## src/rtl/lsb_mem_ctrl_pkg.sv

```systemverilog
// lsb_mem_ctrl_pkg: shared access codes, state encoding and constants for the data-side memory controller
package lsb_mem_ctrl_pkg;
    localparam int LSB_SIZE = 8;
    localparam int LSB_ID_WIDTH = $clog2(LSB_SIZE);
    localparam logic [2:0] F3_LB = 3'b000;
    localparam logic [2:0] F3_LH = 3'b001;
    localparam logic [2:0] F3_LW = 3'b010;
    localparam logic [2:0] F3_LBU = 3'b100;
    localparam logic [2:0] F3_LHU = 3'b101;
    localparam logic [2:0] F3_SB = 3'b000;
    localparam logic [2:0] F3_SH = 3'b001;
    localparam logic [2:0] F3_SW = 3'b010;
    localparam logic [1:0] IO_REGION = 2'b11;
    typedef enum logic [1:0] {IDLE, READ, WRITE, DONE} state_t;
    function automatic logic [2:0] access_bytes(input logic [1:0] size);
        return size == F3_LB[1:0] ? 3'd1 : size == F3_LH[1:0] ? 3'd2 : 3'd4;
    endfunction
endpackage

```

## src/rtl/lsb_mem_ctrl_load_extend.sv

```systemverilog
// lsb_mem_ctrl_load_extend: assembles captured load bytes and applies sign or zero extension
module lsb_mem_ctrl_load_extend
    import lsb_mem_ctrl_pkg::*;
#(
    parameter int FUNCT3_WIDTH = 3
) (
    input  logic [3:0][7:0]          lanes,
    input  logic [FUNCT3_WIDTH-1:0]  funct3,
    output logic [31:0]              val
);
    logic sign;
    always_comb begin
        sign = ~funct3[2];
        val = funct3[1:0] == F3_LB[1:0] ? {{24{sign & lanes[0][7]}}, lanes[0]} :
              funct3[1:0] == F3_LH[1:0] ? {{16{sign & lanes[1][7]}}, lanes[1], lanes[0]} : lanes;
    end
endmodule

```

## src/rtl/lsb_mem_ctrl.sv

```systemverilog
// lsb_mem_ctrl: serialises one LSB load/store at a time onto the byte-wide RAM/IO bus
module lsb_mem_ctrl
    import lsb_mem_ctrl_pkg::*;
#(
    parameter int ADDR_WIDTH   = 32,
    parameter int VAL_WIDTH    = 32,
    parameter int FUNCT3_WIDTH = 3
) (
    input  logic                     clk_in,
    input  logic                     rst_in,
    input  logic                     rdy_in,
    input  logic                     lsb2mem_en,
    input  logic                     lsb2mem_store_load,
    input  logic [ADDR_WIDTH-1:0]    lsb2mem_addr,
    input  logic [FUNCT3_WIDTH-1:0]  lsb2mem_type,
    input  logic [VAL_WIDTH-1:0]     lsb2mem_val,
    input  logic [LSB_ID_WIDTH-1:0]  lsb2mem_load_id,
    output logic                     mem_busy,
    output logic                     mem2lsb_load_en,
    output logic [LSB_ID_WIDTH-1:0]  mem2lsb_load_id,
    output logic [VAL_WIDTH-1:0]     mem2lsb_load_val,
    input  logic [7:0]               mem_din,
    output logic [7:0]               mem_dout,
    output logic [ADDR_WIDTH-1:0]    mem_a,
    output logic                     mem_wr,
    input  logic                     io_buffer_full
);
    state_t                   state;
    logic [ADDR_WIDTH-1:0]    addr, cur_a, prev_a;
    logic [3:0][7:0]          wdata, lanes;
    logic [LSB_ID_WIDTH-1:0]  id;
    logic [FUNCT3_WIDTH-1:0]  f3;
    logic [2:0]               n, cnt;
    logic [31:0]              ext_val;
    logic                     stall;

    assign cur_a = addr + ADDR_WIDTH'(cnt);
    assign prev_a = cur_a - ADDR_WIDTH'(1);
    assign stall = io_buffer_full && cur_a[17:16] == IO_REGION;
    assign mem_busy = state != IDLE;
    assign mem_wr = state == WRITE && rdy_in && !stall;
    assign mem_dout = state == WRITE ? wdata[cnt[1:0]] : 8'd0;
    // While frozen in READ, re-present the last issued address so mem_din still carries
    // the byte owed to the pending capture when rdy_in returns.
    assign mem_a = state == WRITE ? cur_a :
                   state != READ ? '0 :
                   rdy_in ? (cnt < n ? cur_a : '0) :
                   (cnt != 3'd0 ? prev_a : '0);
    assign mem2lsb_load_en = state == DONE && rdy_in;
    assign mem2lsb_load_id = mem2lsb_load_en ? id : '0;
    assign mem2lsb_load_val = mem2lsb_load_en ? VAL_WIDTH'(ext_val) : '0;

    lsb_mem_ctrl_load_extend #(.FUNCT3_WIDTH(FUNCT3_WIDTH)) u_ext (
        .lanes  (lanes),
        .funct3 (f3),
        .val    (ext_val)
    );

    always_ff @(posedge clk_in) begin
        if (rst_in) begin
            state <= IDLE;
            addr <= '0;
            wdata <= '0;
            lanes <= '0;
            id <= '0;
            f3 <= '0;
            n <= '0;
            cnt <= '0;
        end else if (rdy_in) begin
            case (state)
                IDLE: if (lsb2mem_en) begin
                    state <= lsb2mem_store_load ? WRITE : READ;
                    addr <= lsb2mem_addr;
                    wdata <= 32'(lsb2mem_val);
                    lanes <= '0;
                    id <= lsb2mem_load_id;
                    f3 <= lsb2mem_type;
                    n <= access_bytes(lsb2mem_type[1:0]);
                    cnt <= '0;
                end
                READ: begin
                    if (cnt != 3'd0) lanes[2'(cnt - 3'd1)] <= mem_din;
                    cnt <= cnt + 3'd1;
                    if (cnt == n) state <= DONE;
                end
                WRITE: if (!stall) begin
                    cnt <= cnt + 3'd1;
                    if (cnt == n - 3'd1) state <= IDLE;
                end
                DONE: state <= IDLE;
                default: state <= IDLE;
            endcase
        end
    end
endmodule

```

## config.mk

```make
export PLATFORM = sky130hd
export DESIGN_NAME = lsb_mem_ctrl
export DESIGN_NICKNAME = d
export VERILOG_FILES = /design/src/rtl/lsb_mem_ctrl_pkg.sv /design/src/rtl/lsb_mem_ctrl_load_extend.sv /design/src/rtl/lsb_mem_ctrl.sv
export SDC_FILE = /design/constraint.sdc
export NUM_CORES = 1
export LEC_CHECK = 0
export BUFFER_PORTS_ARGS = -buffer_cell sky130_fd_sc_hd__clkbuf_2
export CAP_MARGIN = 20
export CORE_ASPECT_RATIO = 1.25
export CORE_MARGIN = 5
export CORE_UTILIZATION = 60
export DETAILED_ROUTE_END_ITERATION = 8
export PLACE_DENSITY = 0.95
export SLEW_MARGIN = 20
export SYNTH_ARGS = -nofsm -noshare
export SYNTH_HDL_FRONTEND = slang
export SYNTH_SLANG_ARGS = --single-unit
```

## constraint.sdc

```tcl
create_clock -name clk_in -period 6.7 [get_ports clk_in]
set_input_delay 1.005 -clock clk_in [delete_from_list [all_inputs] [get_ports clk_in]]
set_output_delay 1.005 -clock clk_in [all_outputs]
set_load 0.1 [all_outputs]
```

; Yosys cells after proc, flatten, opt, wreduce, memory -nomap -nowiden
; Cells that the tools add are included.
[totals]
mem_bits_ro = 0
output_inout_bits = 78
latchBits = 0
ff_bits = 110
inputBits = 84
mem_bits_rw = 0
word_cells = 86
mem_count = 0
[classes]
n_mux = 29
n_shift = 0
order_cmp = 4
eq_ne = 14
n_bitwise = 3
n_reduce_logical = 17
add_sub_neg = 5
multipliers = 0
div_mod_pow = 0
[ops]
columns = operator, n
row1 = $mux W32, 10
row2 = $pmux W32 S2, 1
row3 = $add A32 B3 Y32, 1
row4 = $bwmux W32, 1
row5 = $sub A32 B1 Y32 const B, 1
row6 = $mux W8, 3
row7 = $bmux W8 S2, 1
row8 = $demux W8 S2, 1
row9 = $mux W3, 5
row10 = $mux W2, 5
row11 = $pmux W3 S3, 1
row12 = $ne A2 B2 Y1 const B, 4
row13 = $pmux W2 S4, 1
row14 = $reduce_and A4 Y1, 2
row15 = $eq A2 B1 Y1 const B, 3
row16 = $eq A2 B2 Y1 const B, 3
row17 = $eq A3 B3 Y1, 2
row18 = $logic_not A2 Y1, 3
row19 = $lt A2 B3 Y1 const B, 2
row20 = $reduce_bool A3 Y1, 2
row21 = $logic_and A1 B1 Y1, 5
row22 = $reduce_and A5 Y1, 1
row23 = $ne A2 B1 Y1 const B, 2
row24 = $reduce_bool A2 Y1, 2
row25 = other kinds (9), 10

; Depth between registers and ports, before layout
[depth]
word_depth = 8
mapped_depth = 11
mapped_depth_nobuf = 10

; Modules after synthesis
; Synthesis repeated with hierarchy kept, for this count alone.
[hier_totals]
hier_cells = 979
area_unflattened_um2 = 7323.3
[modules_own_cells]
columns = module, cells_each, seq_area_each_um2, area_each_um2, n_inst
row1 = lsb_mem_ctrl, 912, 2202.1, 6959.2, 1
row2 = lsb_mem_ctrl_load_extend, 67, 0.0, 364.1, 1

; Worst setup path after synthesis
; No wires, ideal clock.
[synth_timing]
kind = register to output
startpoint = reg cnt[0]
endpoint = out mem_a[25]
path_buffers = 0
path_stages_with_launch = 10
t_required_ns = 5.695
setup_slack_ns = 0.843
t_arrival_ns = 4.852
cell_sequence = dfxtp_1 -> ha_1 -> fa_1 -> a21oi_4 -> nor3b_2 -> or3_1 -> a211oi_2 -> nand3_2 -> o31a_1 -> o32ai_1
[synth_between]
elab_chain_len = 6
word_cells_on_any_way = 9
cone_classes = add/sub: 2 / order compare: 1 / mux: 5 / reduce/logical: 1
[synth_rtl]
columns = item, line
row1 = from (decl), lsb_mem_ctrl.sv:33  ; logic [2:0] n, cnt;
row2 = from (signal assigned), lsb_mem_ctrl.sv:83  ; cnt <= cnt + 3'd1;
row3 = from (signal assigned), lsb_mem_ctrl.sv:87  ; cnt <= cnt + 3'd1;
row4 = $add A32 B3 Y32, lsb_mem_ctrl.sv:37  ; assign cur_a = addr + ADDR_WIDTH'(cnt);
row5 = $sub A32 B1 Y32, lsb_mem_ctrl.sv:38  ; assign prev_a = cur_a - ADDR_WIDTH'(1);
row6 = $mux W32, lsb_mem_ctrl.sv:48  ; (cnt != 3'd0 ? prev_a : '0);
row7 = $mux W32, lsb_mem_ctrl.sv:47  ; rdy_in ? (cnt < n ? cur_a : '0) :
row8 = $mux W32, lsb_mem_ctrl.sv:46  ; state != READ ? '0 :
row9 = $mux W32 *, lsb_mem_ctrl.sv:45  ; assign mem_a = state == WRITE ? cur_a :
row10 = to (decl), lsb_mem_ctrl.sv:24  ; output logic [ADDR_WIDTH-1:0] mem_a,
; Mark *: on every way between the ends. The rest lies on a longest branch, timed or not.

; Worst setup path in the final report
[layout_timing]
startpoint = reg cnt[1]
endpoint = out mem_a[25]
; The elaborated chain is that of the path after synthesis.

==> reports/metrics.yaml <==
clock_network:
  clkSinkCount: 110
  cts_setup_buffers: 0
  clk_pin_slew_ps: 70
  clock_latency_ps: 350
  cts_buffer_depth: 2
  root_buffer: "clkbuf_16"
  post_cts_resized: 0
  cts_buffers: 9
  htreeDepth: 3
  cts_tree: "built"
  cts_hold_buf: 0
sta:
  rsz0062_at_grt: "no"
  setup_violations: 0
  fmax_mhz: 182
  worstMarginPinSlew_ps: 1110
  slew_violations: 0
  hold_viol: 0
  setup_tns_ps: 0
  slew_headroom_pct: 26.1
  skew_ps: 8.24
  setup_slack_ps: 1220
  post-route-min-period_ps: 5480
  finalCritPeriodShare_pct: 81.8
global_route:
  antenna_found_initial: 0
  grt_usage_pct: 29.3
  grt_max_degree: 111
  grt_first_pass_wirelength_um: 34500
  grt_remaining_overflow: 0
  grt_pass1_vias: 7146
drt:
  vias: 7427
  wirelength_um: 21200
  wire_per_inst_um: 17.3
  drtIter0Drc: 689
  ant_nets: 0
  routed_via_density: 6.06
  drc: 0
  first_pass_iters: 6
floorplanning:
  start_util_pct: 61.6
  die_w_um: 108
  die_h_um: 133
  rows: 44
  ios: 162
  dieArea_um2: 14400
  core_area_um2: 11700
finish:
  fin_cells: 1225
  fillerInstances: 950
  multiInputGateArea_um2: 4600
  area_growth_pct: 13.9
  seqCellArea_um2: 2200
  final_core_util_pct: 70.2
  fin_nets: 1162
  drive_gt1_share_pct: 20.8
  final_cell_mix: "nand2_1 (175), clkbuf_2 (160), a21oi_1 (111)"
  diodes: 0
  mostFrequentLayoutCell: "nand2_1"
critical_path:
  r2r_slack_ps: 3310
  critPathArrivalTime_ps: 4480
  worstSetupStartpointType: "register"
  reg2reg_depth: 9
  critPathRequiredTime_ps: 5690
  r2r-end: "state[0]"
  worstSetupEndpointType: "primary output"
  worstPathMaxFanout: 16
  worstSetupPathType: "register to primary output"
  timing.rr.start: "cnt[0]"
power_and_ir_drop:
  irDropWorstVdd_uv: 159
  seqPwrFrac_pct: 43.3
  netSwitchingFraction_pct: 35.4
  p_int_w: 0.00108
  power.share.combinational_pct: 26.8
  leakage_nw: 3.27
  power_switching_w: 0.000590
  clkPwrFrac_pct: 29.9
  powerDensity_nw_per_um2: 203
  finalPower_w: 0.00167
run:
  cap_viol_max_count: 0
place:
  place_inst: 1208
  preCtsSetupSlack_ps: 1590
  place.gp.congestion: 0.948
  port_buffers: 161
  hpwlAfterDp_um: 15900
yosys:
  synth.largest_area_cell: "dfxtp_1"
  synthArstFlopShare_pct: 0
  synth-seq-area-share_pct: 30.5
  netlist_area_um2: 7230
  netlist.area_leader.share_pct: 30.5
  synth_cell_types: 84
  synthCells: 954
  yosysWarningCount: 0
  syn_avg_cell_area_um2: 7.58
  synth_edf_count: 0
  synth-seq-cells: 110
  syn-num-nets: 1057
  synth_ff_type: "dfxtp_1"
  synthTopCellsByArea: "dfxtp_1 (30%), nand2_1 (9.1%), a21oi_1 (7.7%), a22oi_1 (3.6%), nor2_1 (3.5%)"
worst_hold_path:
  min-delay-start: "id[1]"
  min_to: "id[1]"
  holdPathStages: 2
  holdCritPathClass: "register to register"
outcome:
  status: "finished, final reports clean"
==> worst max path at each step <==
stage                 from         to  slack, ps  depth (start not counted)
finish              cnt[1]  mem_a[25]       1220                          9
global route        cnt[0]  mem_a[29]        930                         10
CTS                 cnt[0]  mem_a[25]       1240                         10
detailed placement  cnt[1]  mem_a[25]       1590                          9
global placement    cnt[0]  mem_a[25]       1690                         10
floorplan           cnt[0]  mem_a[25]        840                          9
==> through the flow <==
stage,hold slack [ps],instance area [um^2]
6_report,452,8230
5_1_grt,476,8230
4_1_cts,453,8220
3_5_place_dp,443,7950
3_3_place_gp,437,7950
2_1_floorplan,432,7230
==> cell families after synthesis <==
family / after synthesis / synth area share (%)
buffers and inverters: 102 / 5.97
multiplexers: 16 / 3.60
AO/OA/AOI/OAI: 260 / 23.6
adder cells (fa/ha/maj): 19 / 3.39
XOR/XNOR: 36 / 4.47
flip-flops: 110 / 30.5
AND/OR/NAND/NOR: 411 / 28.5
==> power by group through the flow <==
stage               Combinational, W  Clock, W  Sequential, W
global route                0.000484  0.000528       0.000727
CTS                         0.000441  0.000500       0.000721
global placement            0.000431         0       0.000735
detailed placement          0.000439         0       0.000736
finish                      0.000447  0.000498       0.000722
floorplan                   0.000359         0       0.000712
==> cells in the mapped netlist, drive strengths merged (3+ instances only) <==
| cell | number |
|---|---|
| nand2 | 175 |
| a21oi | 113 |
| dfxtp | 110 |
| nor2 | 68 |
| clkbuf | 50 |
| a22oi | 35 |
| inv | 30 |
| nand3 | 29 |
| o21ai | 28 |
| nor3 | 25 |
| xnor2 | 22 |
| and3 | 21 |
| buf | 21 |
| and2 | 19 |
| ha | 18 |
| nand4 | 18 |
| nor4 | 15 |
| xor2 | 14 |
| a211oi | 10 |
| o21a | 10 |
| o22ai | 10 |
| o211ai | 9 |
| mux2i | 8 |
| mux4 | 8 |
| nand2b | 8 |
| or3 | 8 |
| o31ai | 5 |
| nand3b | 4 |
| nor2b | 4 |
| o221ai | 4 |
| or4 | 4 |
| a211o | 3 |
| a21o | 3 |
| a22o | 3 |
| and4 | 3 |
| nor4b | 3 |
| o2111ai | 3 |
| o41ai | 3 |
==> cell type report <==
type | count | area share (%)
inverter | 31 | 1.41
sequential | 110 | 26.7
clock buffer | 9 | 2.74
tap | 161 | 2.45
multi-input combinational | 742 | 55.9
clock inverter | 7 | 0.593
timing repair buffer | 165 | 10.2
==> state kept, by name, summed over array words and instances (netlist names) <==
name   flops
lanes     32
wdata     32
f3         3
n          3
state      2
addr      32
cnt        3
id         3
==> critical path, cell delays in order, from the launching register on <==
cell and delay [ps]:
dfxtp_1 800, ha_1 370, and3_1 250, nor2_2 460, a2bb2oi_1 260, a211oi_2 540
nand3_2 330, o31a_1 360, o32ai_1 250, clkbuf_2 500
==> metal layers <==
layer	global-route usage (%)	up-vias	wire, um
li1	-	3611	-
met1	35.8	3434	8360
met2	49.3	324	10400
met3	3.70	58	1480
met4	15.9	0	957
met5	0	-	0
No activity file was read; power rests on OpenSTA's default activity.
